**src/rtl/target_tracker_if.sv**
```systemverilog
// Pixel-stream and frame-result bundle between a VGA pixel source and target_tracker.
// master drives the pixel stream and reads results; slave is the tracker side.
interface target_tracker_if;
    logic       DE;
    logic [9:0] x_pixel;
    logic [9:0] y_pixel;
    logic       is_target_color;

    logic [9:0]  obj_x_min;
    logic [9:0]  obj_x_max;
    logic [9:0]  obj_y_min;
    logic [9:0]  obj_y_max;
    logic [9:0]  obj_cx;
    logic [9:0]  obj_cy;
    logic [18:0] obj_count;
    logic        obj_valid;
    logic        frame_done;

    modport master (
        output DE, x_pixel, y_pixel, is_target_color,
        input  obj_x_min, obj_x_max, obj_y_min, obj_y_max,
        input  obj_cx, obj_cy, obj_count, obj_valid, frame_done
    );

    modport slave (
        input  DE, x_pixel, y_pixel, is_target_color,
        output obj_x_min, obj_x_max, obj_y_min, obj_y_max,
        output obj_cx, obj_cy, obj_count, obj_valid, frame_done
    );
endinterface

```
**src/rtl/target_tracker.sv**
```systemverilog
// Per-frame bounding box, centre and pixel count of colour-matched runs in a VGA stream.
// Results of each frame are published at the next frame's first active pixel (0,0).
module target_tracker #(
    parameter int H_ACTIVE   = 640,
    parameter int V_ACTIVE   = 480,
    parameter int RUN_LEN    = 4,
    parameter int MIN_PIXELS = 64
) (
    input  logic             clk_25MHz,
    input  logic             reset,
    target_tracker_if.slave  px
);

    typedef enum logic {IDLE, TRACK} state_t;

    localparam logic [10:0] H_LIMIT   = 11'(H_ACTIVE);
    localparam logic [10:0] V_LIMIT   = 11'(V_ACTIVE);
    localparam logic [9:0]  X_EMPTY   = 10'(H_ACTIVE - 1);
    localparam logic [9:0]  Y_EMPTY   = 10'(V_ACTIVE - 1);
    localparam logic [3:0]  RUN_MAX   = 4'(RUN_LEN);
    localparam logic [9:0]  RUN_BACK  = 10'(RUN_LEN - 1);
    localparam logic [4:0]  RUN_ADD   = 5'(RUN_LEN);
    localparam logic [19:0] MIN_COUNT = 20'(MIN_PIXELS);
    localparam logic [18:0] COUNT_MAX = '1;

    state_t state, state_next;

    logic        active, boundary, report, accumulate;
    logic        qualify;
    logic [4:0]  add;
    logic [9:0]  qual_x_lo;
    logic [3:0]  run_cnt, run_base, run_next;
    logic [19:0] count_sum;

    logic [9:0]  acc_x_min, acc_x_max, acc_y_min, acc_y_max;
    logic [18:0] acc_count;
    logic [9:0]  base_x_min, base_x_max, base_y_min, base_y_max;
    logic [18:0] base_count;
    logic [9:0]  next_x_min, next_x_max, next_y_min, next_y_max;
    logic [18:0] next_count;
    logic [10:0] cx_sum, cy_sum;

    always_ff @(posedge clk_25MHz or posedge reset) begin
        // NOTE: sequential state uses non-blocking assignments so every register samples pre-edge values.
        if (reset) state <= IDLE;
        else       state <= state_next;
    end

    always_comb begin
        // NOTE: every output of this block gets a default first so no latch can be inferred.
        state_next = state;
        report     = 1'b0;
        boundary   = 1'b0;
        active     = px.DE && ({1'b0, px.x_pixel} < H_LIMIT) && ({1'b0, px.y_pixel} < V_LIMIT);
        boundary   = active && (px.x_pixel == 10'd0) && (px.y_pixel == 10'd0);
        case (state)
            IDLE:  if (boundary) state_next = TRACK;
            TRACK: report = boundary;
            default: state_next = IDLE;
        endcase
    end

    // A pixel at x=0 never extends a run from the previous line.
    always_comb begin
        run_base  = (px.x_pixel == 10'd0) ? 4'd0 : run_cnt;
        run_next  = 4'd0;
        qualify   = 1'b0;
        add       = 5'd0;
        qual_x_lo = px.x_pixel;
        if (active && px.is_target_color) begin
            if (run_base >= RUN_MAX) begin
                run_next = RUN_MAX;
                qualify  = 1'b1;
                add      = 5'd1;
            end else begin
                run_next = run_base + 4'd1;
                if (run_next == RUN_MAX) begin
                    qualify   = 1'b1;
                    add       = RUN_ADD;
                    qual_x_lo = px.x_pixel - RUN_BACK;
                end
            end
        end
    end

    always_comb begin
        accumulate = (state == TRACK) || boundary;
        if (boundary) begin
            base_x_min = X_EMPTY;
            base_x_max = 10'd0;
            base_y_min = Y_EMPTY;
            base_y_max = 10'd0;
            base_count = 19'd0;
        end else begin
            base_x_min = acc_x_min;
            base_x_max = acc_x_max;
            base_y_min = acc_y_min;
            base_y_max = acc_y_max;
            base_count = acc_count;
        end
        count_sum  = {1'b0, base_count} + 20'(add);
        next_x_min = base_x_min;
        next_x_max = base_x_max;
        next_y_min = base_y_min;
        next_y_max = base_y_max;
        next_count = base_count;
        if (accumulate && qualify) begin
            next_x_min = (qual_x_lo   < base_x_min) ? qual_x_lo   : base_x_min;
            next_x_max = (px.x_pixel  > base_x_max) ? px.x_pixel  : base_x_max;
            next_y_min = (px.y_pixel  < base_y_min) ? px.y_pixel  : base_y_min;
            next_y_max = (px.y_pixel  > base_y_max) ? px.y_pixel  : base_y_max;
            next_count = count_sum[19] ? COUNT_MAX : count_sum[18:0];
        end
    end

    always_ff @(posedge clk_25MHz or posedge reset) begin
        if (reset) begin
            run_cnt   <= 4'd0;
            acc_x_min <= X_EMPTY;
            acc_x_max <= 10'd0;
            acc_y_min <= Y_EMPTY;
            acc_y_max <= 10'd0;
            acc_count <= 19'd0;
        end else begin
            run_cnt   <= run_next;
            acc_x_min <= next_x_min;
            acc_x_max <= next_x_max;
            acc_y_min <= next_y_min;
            acc_y_max <= next_y_max;
            acc_count <= next_count;
        end
    end

    // An empty frame still holds the empty box in the accumulators, so it publishes as-is.
    assign cx_sum = {1'b0, acc_x_min} + {1'b0, acc_x_max};
    assign cy_sum = {1'b0, acc_y_min} + {1'b0, acc_y_max};

    always_ff @(posedge clk_25MHz or posedge reset) begin
        if (reset) begin
            px.obj_x_min  <= 10'd0;
            px.obj_x_max  <= 10'd0;
            px.obj_y_min  <= 10'd0;
            px.obj_y_max  <= 10'd0;
            px.obj_cx     <= 10'd0;
            px.obj_cy     <= 10'd0;
            px.obj_count  <= 19'd0;
            px.obj_valid  <= 1'b0;
            px.frame_done <= 1'b0;
        end else begin
            px.frame_done <= report;
            if (report) begin
                px.obj_x_min <= acc_x_min;
                px.obj_x_max <= acc_x_max;
                px.obj_y_min <= acc_y_min;
                px.obj_y_max <= acc_y_max;
                px.obj_cx    <= cx_sum[10:1];
                px.obj_cy    <= cy_sum[10:1];
                px.obj_count <= acc_count;
                px.obj_valid <= ({1'b0, acc_count} >= MIN_COUNT);
            end
        end
    end

endmodule

```
**src/flat_wrapper.sv**
```systemverilog
// flat-port wrapper written by rule: the top's interface ports become plain ports
module target_tracker_flat 
#(
    parameter int H_ACTIVE   = 640,
    parameter int V_ACTIVE   = 480,
    parameter int RUN_LEN    = 4,
    parameter int MIN_PIXELS = 64
)
  (clk_25MHz, reset, px_DE, px_x_pixel, px_y_pixel, px_is_target_color, px_obj_x_min, px_obj_x_max, px_obj_y_min, px_obj_y_max, px_obj_cx, px_obj_cy, px_obj_count, px_obj_valid, px_frame_done);
  target_tracker_if px_i ();
  input  logic clk_25MHz;
  input  logic reset;
  input wire logic [$bits(px_i.DE)-1:0] px_DE;
  input wire logic [$bits(px_i.x_pixel)-1:0] px_x_pixel;
  input wire logic [$bits(px_i.y_pixel)-1:0] px_y_pixel;
  input wire logic [$bits(px_i.is_target_color)-1:0] px_is_target_color;
  output wire logic [$bits(px_i.obj_x_min)-1:0] px_obj_x_min;
  output wire logic [$bits(px_i.obj_x_max)-1:0] px_obj_x_max;
  output wire logic [$bits(px_i.obj_y_min)-1:0] px_obj_y_min;
  output wire logic [$bits(px_i.obj_y_max)-1:0] px_obj_y_max;
  output wire logic [$bits(px_i.obj_cx)-1:0] px_obj_cx;
  output wire logic [$bits(px_i.obj_cy)-1:0] px_obj_cy;
  output wire logic [$bits(px_i.obj_count)-1:0] px_obj_count;
  output wire logic [$bits(px_i.obj_valid)-1:0] px_obj_valid;
  output wire logic [$bits(px_i.frame_done)-1:0] px_frame_done;
  assign px_i.DE = px_DE;
  assign px_i.x_pixel = px_x_pixel;
  assign px_i.y_pixel = px_y_pixel;
  assign px_i.is_target_color = px_is_target_color;
  assign px_obj_x_min = px_i.obj_x_min;
  assign px_obj_x_max = px_i.obj_x_max;
  assign px_obj_y_min = px_i.obj_y_min;
  assign px_obj_y_max = px_i.obj_y_max;
  assign px_obj_cx = px_i.obj_cx;
  assign px_obj_cy = px_i.obj_cy;
  assign px_obj_count = px_i.obj_count;
  assign px_obj_valid = px_i.obj_valid;
  assign px_frame_done = px_i.frame_done;
  target_tracker #(.H_ACTIVE(H_ACTIVE), .V_ACTIVE(V_ACTIVE), .RUN_LEN(RUN_LEN), .MIN_PIXELS(MIN_PIXELS)) u_core (.clk_25MHz(clk_25MHz), .reset(reset), .px(px_i));
endmodule
```
**config.mk**
```make
export PLATFORM = sky130hd
export DESIGN_NAME = target_tracker_flat
export DESIGN_NICKNAME = d
export VERILOG_FILES = /design/src/rtl/target_tracker_if.sv /design/src/rtl/target_tracker.sv /design/src/flat_wrapper.sv
export SDC_FILE = /design/constraint.sdc
export NUM_CORES = 1
export LEC_CHECK = 0
export ABC_AREA = 1
export BUFFER_PORTS_ARGS = -buffer_cell sky130_fd_sc_hd__buf_2
export CAP_MARGIN = 30
export CORE_MARGIN = 3
export CORE_UTILIZATION = 40
export CTS_BUF_LIST = sky130_fd_sc_hd__clkbuf_4 sky130_fd_sc_hd__clkbuf_8
export CTS_CLUSTER_SIZE = 20
export DETAILED_ROUTE_END_ITERATION = 16
export HOLD_SLACK_MARGIN = 0.02
export PLACE_DENSITY = 0.55
export SLEW_MARGIN = 15
export SYNTH_ARGS = -nofsm -noshare
export SYNTH_HDL_FRONTEND = slang
export SYNTH_SLANG_ARGS = --single-unit
```
**constraint.sdc**
```tcl
create_clock -name clk_25MHz -period 5.4 [get_ports clk_25MHz]
set_input_delay 0.81 -clock clk_25MHz [delete_from_list [all_inputs] [get_ports clk_25MHz]]
set_output_delay 0.81 -clock clk_25MHz [all_outputs]
set_load 0.01 [all_outputs]
```
==> results by group, run 1 <==
Outcome
  – Status: completed

Critical path
  – Worst setup SP type: input port
  – Most common cell on crit path: nor2_1
  – CP max-delay cell: nor2_1
  – Reg2Reg Setup Slack: 1.76 ns
  – Crit path from: px_x_pixel[0]
  – Critical Path RT: 5.73 ns
  – Critical path capture point type: flip-flop
  – Crit path DAT: around 4.7 ns
  – Max FO, Critical Path: 11
  – CP Class: input port to flip-flop
  – Buf+Inv Stages, Crit Path: 4
  – Largest stage delay on the critical path: 0.55 ns
  – FF-to-FF Start: u_core.run_cnt[0]$_DFF_PP0_
  – Cell class contributing the biggest share of worst-path delay: simple AND/OR/NAND/NOR gates

Route
  – Initial drt markers: 386
  – DRT Wirelength: 22500 microns
  – Pre-Repair DR Iteration Count: 5
  – Vias: about 7.4k
  – Drc violations: 0
  – Post-route ant nets: 0
  – Routed WL per cell: ~15 microns
  – Via density: 4.88

Global route
  – Initial antenna violation count: 0
  – GRT Total Usage: approximately 20%
  – Pin count of the biggest net entering global routing: 106
  – Vias in the first global route: 7298
  – First-pass GRT wire length: about 38000 microns
  – GRT overflow: 0

Layout
  – Final non-filler cell total: 1513
  – Fillers: 2117
  – Nets: 1312
  – Layout area overhead: 13.2%
  – N_diodes: 0
  – Share of layout cells above drive strength 1: 16.6%

Clock network
  – Post-CTS sizing: 0
  – Clk slew on worst S/H paths: around 0.08 ns
  – TritonCTS buffer count: 17
  – # clock sinks: 145
  – Clock Path Buffers: 2
  – Post-CTS Setup Bufs: 0
  – CTS tree: yes
  – Hold-fix buffers, CTS: 0
  – Worst-skew pair later-pin latency: 0.45 ns
  – H-Tree Depth: 4
  – Root buffer cell: clkbuf_8

Placement
  – Port-buffer cells: 104
  – DPL Wire Length: about 17000 microns
  – Placed insts: between 1k and 1.5k
  – Gpl congestion: 0.856

Logic synthesis
  – Mux cell area share after synthesis: 0%
  – Yosys cell types: 49
  – Yosys warns: 0
  – Most used DFF post-synth: dfrtp_1
  – #FFs+latches synth: 145
  – Synth Area in XOR/XNOR: 2.23%
  – Avg Inst Size Synth: 7.68 sq um
  – Post-synth EDFFs: 0
  – Mapped cell area: 0.00866 sq mm
  – Post-Synth Adder-Cell Area: between 9 and 10%
  – Syn Inst Count: 1127
  – Sequential share of the synthesized area: 42.1%
  – Syn Nets: 1214
  – Synth async-reset ratio: 100%
  – Compound-Gate Fraction of Synth Area: a little under a tenth
  – Post-synthesis simple-gate area fraction: 29.0%
  – Largest family of logic cells by synthesized area: simple AND/OR/NAND/NOR gates

Pwr
  – Power per cell area: 330 mW/mm^2
  – Max rail drop VDD: around 0.00016 V
  – LEAKAGE: 0.00542 uW
  – Pwr Total: 3240 uW

Worst hold path
  – HP Start: u_core.px.obj_cx[7]$_DFFE_PP0P_
  – Min-Delay Path Class: flip-flop to flip-flop

Die
  – Die area: between 0.02 and 0.025 sq mm
  – # IOs: 105
  – Die height: 153 microns
  – Row count: 53
  – CORE AREA: 0.0212 sq mm
  – Initial Utilization: 40.9%
  – Die Wd: around 150 microns

STA
  – Slew @ Worst Pin: 0.839 ns
  – Unrepaired setup endpoints after global routing: false
  – Slew HR: 44.0%
  – Worst Skew: between 0.015 and 0.02 ns
  – Hold Slack: a little under 0.5 ns
  – Final setup violation count: 0
  – Final Hold Violating Endpoints: 0
  – Post-route minimum period: 4.35 ns
  – Fmax: 230 MHz
  – Final Slew Violations: 0
  – Setup TNS: 0 ns
  – Tcrit/Tclk final: 80.5%

Flow run
  – Maximum Capacitance Violations: 0
-- worst register-to-register path: cells and delay by family (launching register included) --
| family | cells | cell delay (ns) |
|---|---|---|
| XOR/XNOR | 1 | 0.22 |
| buffers and inverters | 3 | 0.27 |
| AND/OR/NAND/NOR | 11 | 1.73 |
| adder cells (fa/ha/maj) | 2 | 0.50 |
| flip-flops | 1 | 0.35 |
| AO/OA/AOI/OAI | 3 | 0.48 |
-- through the flow --
stage / area, sq um / util, % / setup WS (ns)
after detailed placement: 9410 / 44.5 / 0.623
after global placement: 9410 / 44.5 / 0.709
after floorplan: 8660 / - / 0.722
after CTS: 9770 / 46.2 / 1.09
final: 9800 / 46.3 / 1.05
after global routing: 9800 / 46.3 / 0.633
-- sequential cells by signal, summed over array words and instances, names as in the netlist, 4 cells and up --
register             cells
u_core.px.obj_cy        10
u_core.acc_y_max        10
u_core.px.obj_x_max     10
u_core.px.obj_y_max     10
u_core.run_cnt           4
u_core.acc_x_max        10
u_core.acc_count        19
u_core.px.obj_y_min     10
u_core.px.obj_count     19
u_core.px.obj_x_min     10
u_core.acc_y_min        10
u_core.px.obj_cx        10
u_core.acc_x_min        10
-- placed cells by master (no fill, tap or decap), types with 16 or more instances in the layout --
cell,instances
dfstp_2,16
nand3_1,67
buf_2,104
nor2_1,72
o21ai_0,74
dfrtp_1,129
ha_1,61
nand2_1,382
inv_1,137
clkbuf_8,17
a21oi_1,30
-- cell type report --
class                           count  area (sq um)  share of cell area [%]
Clock buffer                       20           256                    2.62
Clock inverter                     12           110                    1.12
Inverter                          140           531                    5.41
Multi-Input combinational cell    809          4310                    44.0
Sequential cell                   145          3650                    37.2
Tap cell                          275           344                    3.51
Timing Repair Buffer              112           601                    6.13
-- worst paths after layout --
check                      cells after the start                             endpoint
max                                           25        u_core.acc_x_min[8]$_DFF_PP0_
min                                            2      u_core.px.obj_cx[7]$_DFFE_PP0P_
max reg2reg                                   20        u_core.acc_x_min[8]$_DFF_PP0_
min reg2reg                                    2      u_core.px.obj_cx[7]$_DFFE_PP0P_
max in group asynchronous                      3        u_core.acc_y_max[7]$_DFF_PP0_
min in group asynchronous                      2  u_core.px.obj_count[14]$_DFFE_PP0P_
-- where the power goes --
| part | internal (uW) | leakage (uW) | switching, uW |
|---|---|---|---|
| clock network | 381 | 0.000180 | 445 |
| registers | 1230 | 0.00193 | 120 |
| logic | 391 | 0.00331 | 668 |
| total | 2010 | 0.00542 | 1230 |
-- cell families (layout without fill, tap and decap cells) --
group	Yosys count	in the layout
simple gates	582	582
buf+inv	173	284
flops	145	145
compound gates	141	141
fa+ha+maj	63	63
xor+xnor	22	22
other cells	1	1
-- routing by layer --
layer / wire length, microns / vias to the layer above / GRT usage (%)
li1: - / 3800 / -
met1: 11100 / 3440 / 28.2
met2: 10400 / 132 / 31.8
met3: 755 / 14 / 3.28
met4: 245 / 0 / 4.58
met5: 0 / - / 0
-- Yosys cell counts (4+ instances only) --
cell | n | area [sq um]
nand2_1 | 382 | 1430
inv_1 | 138 | 518
dfrtp_1 | 129 | 3230
o21ai_0 | 74 | 370
nor2_1 | 72 | 270
nand3_1 | 67 | 335
ha_1 | 61 | 763
a21oi_1 | 30 | 150
clkbuf_1 | 19 | 71.3
dfstp_2 | 16 | 420
xor2_1 | 15 | 131
nand4_1 | 11 | 68.8
nand2_2 | 10 | 62.6
nor3_1 | 10 | 50.1
nor2_2 | 8 | 50.1
buf_2 | 7 | 35.0
o21ai_1 | 7 | 35.0
xnor2_1 | 7 | 61.3
buf_6 | 5 | 56.3
nand3_2 | 4 | 40.0
nor2_4 | 4 | 45.0
o21ai_2 | 4 | 35.0
o21bai_1 | 4 | 30.0
o31ai_1 | 4 | 30.0
Note: power is estimated with default switching activity, not from simulation.
==> run 2, diff against run 1 <==
Settings changed: PLACE_DENSITY 0.55 to 0.58.
Clock period 5.4 ns to 3.6 ns, I/O delays scaled along.
==> run 2 against run 1 <==
  * Sequential power increased by 50%
  * Critical path depth is the same
  * Utilization increased by 2.0 points
  * Largest power group unchanged
  * Largest cell class unchanged
  * Setup slack got worse by 0.67 ns
  * First-iteration DRC count is 10% lower
  * Design area is 4.3% higher
  * Via count grew 3.5%
  * Global-route usage decreased by 0.091 points
  * Worst hold slack worse by 0.28 ns
==> results by group, run 2 (same netlist as run 1, synthesis figures left out) <==
Route
  – Initial drt markers: 347
  – Drc violations: 0
  – Via density: 4.91
  – Vias: roughly 7.6k
  – DRT Wirelength: 22500 microns
  – Routed WL per cell: 14.5 microns
  – Post-route ant nets: 0
  – Pre-Repair DR Iteration Count: 5

STA
  – Final Slew Violations: 0
  – Final Hold Violating Endpoints: 0
  – Post-route minimum period: approximately 3.2 ns
  – Final setup violation count: 0
  – Fmax: 311 MHz
  – Tcrit/Tclk final: 89.4%
  – Worst Skew: 0.0123 ns
  – Final WS setup: around 0.38 ns
  – Slew @ Worst Pin: ~0.79 ns
  – Setup TNS: 0 ns
  – Unrepaired setup endpoints after global routing: false
  – Slew HR: 47.1%

Global route
  – GRT overflow: 0
  – Pin count of the biggest net entering global routing: 110
  – Initial antenna violation count: 0
  – First-pass GRT wire length: 37800 microns
  – Vias in the first global route: 7461
  – GRT Total Usage: 19.7%

Layout
  – Most common cell after layout, fill and taps aside: nand2_1
  – N_diodes: 0
  – Layout area overhead: 18.1%
  – Share of layout cells above drive strength 1: roughly a fifth
  – Biggest regs: u_core.acc_count (19), u_core.px.obj_count (19)
  – Most frequent cells in the layout: 382 x nand2_1, 137 x inv_1, 129 x dfrtp_1
  – Cell area after layout: 0.0102 sq mm
  – Nets: roughly 1.4k
  – Final non-filler cell total: 1557

Die
  – # IOs: approximately 110
  – Initial Utilization: 40.9%
  – CORE AREA: 0.0212 sq mm
  – Die height: 153 microns
  – Row count: 53
  – Die area: 0.0235 sq mm
  – Die Wd: 153 microns

Critical path
  – Crit path DAT: 3.56 ns
  – Critical path capture point type: flip-flop
  – Worst setup SP type: input port
  – Max FO, Critical Path: 10
  – Critical Path RT: slightly below 4 ns
  – CP Class: input port to flip-flop

Clock network
  – Root buffer cell: clkbuf_8
  – CTS tree: yes
  – Clock Path Buffers: 2
  – H-Tree Depth: 4
  – Hold-fix buffers, CTS: 0
  – Worst-skew pair later-pin latency: 0.46 ns
  – Clk slew on worst S/H paths: about 0.080 ns
  – TritonCTS buffer count: 17
  – # clock sinks: 145

Placement
  – Port-buffer cells: 104
  – Gpl congestion: between 0.8 and 0.9
  – Dpl cell area: 0.00977 sq mm
  – Place WS: -0.138 ns
  – DPL Wire Length: 17200 microns
  – Placed insts: 1524

Pwr
  – Power per cell area: 497 mW/mm^2
  – Max rail drop VDD: 0.000238 V
  – LEAKAGE: 0.00568 uW

Worst hold path
  – Min-Delay Path Class: input port to async pin

Flow run
  – Maximum Capacitance Violations: 0

Outcome
  – Status: completed
run 2: changes by cell type in the layout (fill, tap and decap cells not counted), sizes merged:
cell | before | now
buf | 112 | 156
bufinv | 1 | 4
inv | 142 | 139
clkbuf | 20 | 22
clkinvlp | 4 | 2
run 2: power by group:
part / switching, uW / internal [uW] / total (uW) / leakage [uW]
combinational: 1000 / 615 / 1620 / 0.00353
sequential: 169 / 1850 / 2020 / 0.00193
clock: 644 / 805 / 1450 / 0.000225
run 2: timing repair:
| item | CTS | global route |
|---|---|---|
| endpoints found under the setup margin | 0 | 3 |
| setup buffers | 0 | 0 |
| resized for setup | 0 | 1 |
run 2: cell type report:
cell class	instances	area, sq um
multi-input combinational	809	4310
sequential	145	3650
clock inverter	10	164
tap	275	344
inverter	140	529
timing repair buffer	156	948
clock buffer	22	278
fill	2074	10900
run 2: routing by layer:
| metal | GRT usage, % | vias up | part of all wire [%] |
|---|---|---|---|
| li1 | - | 3891 | - |
| met1 | 27.4 | 3568 | 48 |
| met2 | 31.8 | 157 | 45 |
| met5 | 0 | - | 0 |
| met3 | 3.65 | 28 | 4.6 |
| met4 | 5.43 | 0 | 1.8 |
run 2: metrics by stage:
| step | utilization (%) | total power (uW) | hold WS, ns |
|---|---|---|---|
| final | 48.3 | 5090 | 0.206 |
| after global routing | 48.3 | 5490 | 0.244 |
| after CTS | 48.3 | 5130 | 0.216 |
| after detailed placement | 46.2 | 3660 | 0.460 |
| after global placement | 46.2 | 3640 | 0.458 |
| after floorplan | - | 3190 | 0.442 |
run 2: worst max-delay path, cell delays in order:
cell and delay, ns:
buf_2 0.11, inv_1 0.06, ha_1 0.14, inv_1 0.04
nor2_1 0.15, nand2_4 0.08, nor2_4 0.13, nor2_1 0.07
ha_1 0.22, nand3_2 0.08, nand2_2 0.06, nor2_4 0.09
nand3_2 0.11, nor2_1 0.15, nand2_1 0.08, xor2_1 0.21
ha_1 0.26, nand2_1 0.08, nor2_1 0.05, a211oi_1 0.22
o221ai_1 0.16, nor2_2 0.16, nand2_2 0.16, nand2_1 0.10
nand2_1 0.05
run 2: worst paths after layout:
kind                       cells past startpoint                                from                                 end  slack (ns)
hold / removal                                 2                               reset       u_core.acc_x_max[6]$_DFF_PP0_        0.21
hold reg to reg                                2  u_core.px.obj_x_max[5]$_DFFE_PP0P_  u_core.px.obj_x_max[5]$_DFFE_PP0P_        0.48
min in group clk_25MHz                         3                       px_y_pixel[1]       u_core.acc_y_min[1]$_DFF_PP1_        0.35
setup / recovery                              25                       px_x_pixel[0]       u_core.acc_x_min[8]$_DFF_PP0_        0.38
max in group asynchronous                      3                               reset       u_core.acc_y_min[7]$_DFF_PP1_        2.52
setup reg to reg                              20         u_core.run_cnt[1]$_DFF_PP0_       u_core.acc_x_min[8]$_DFF_PP0_        0.67
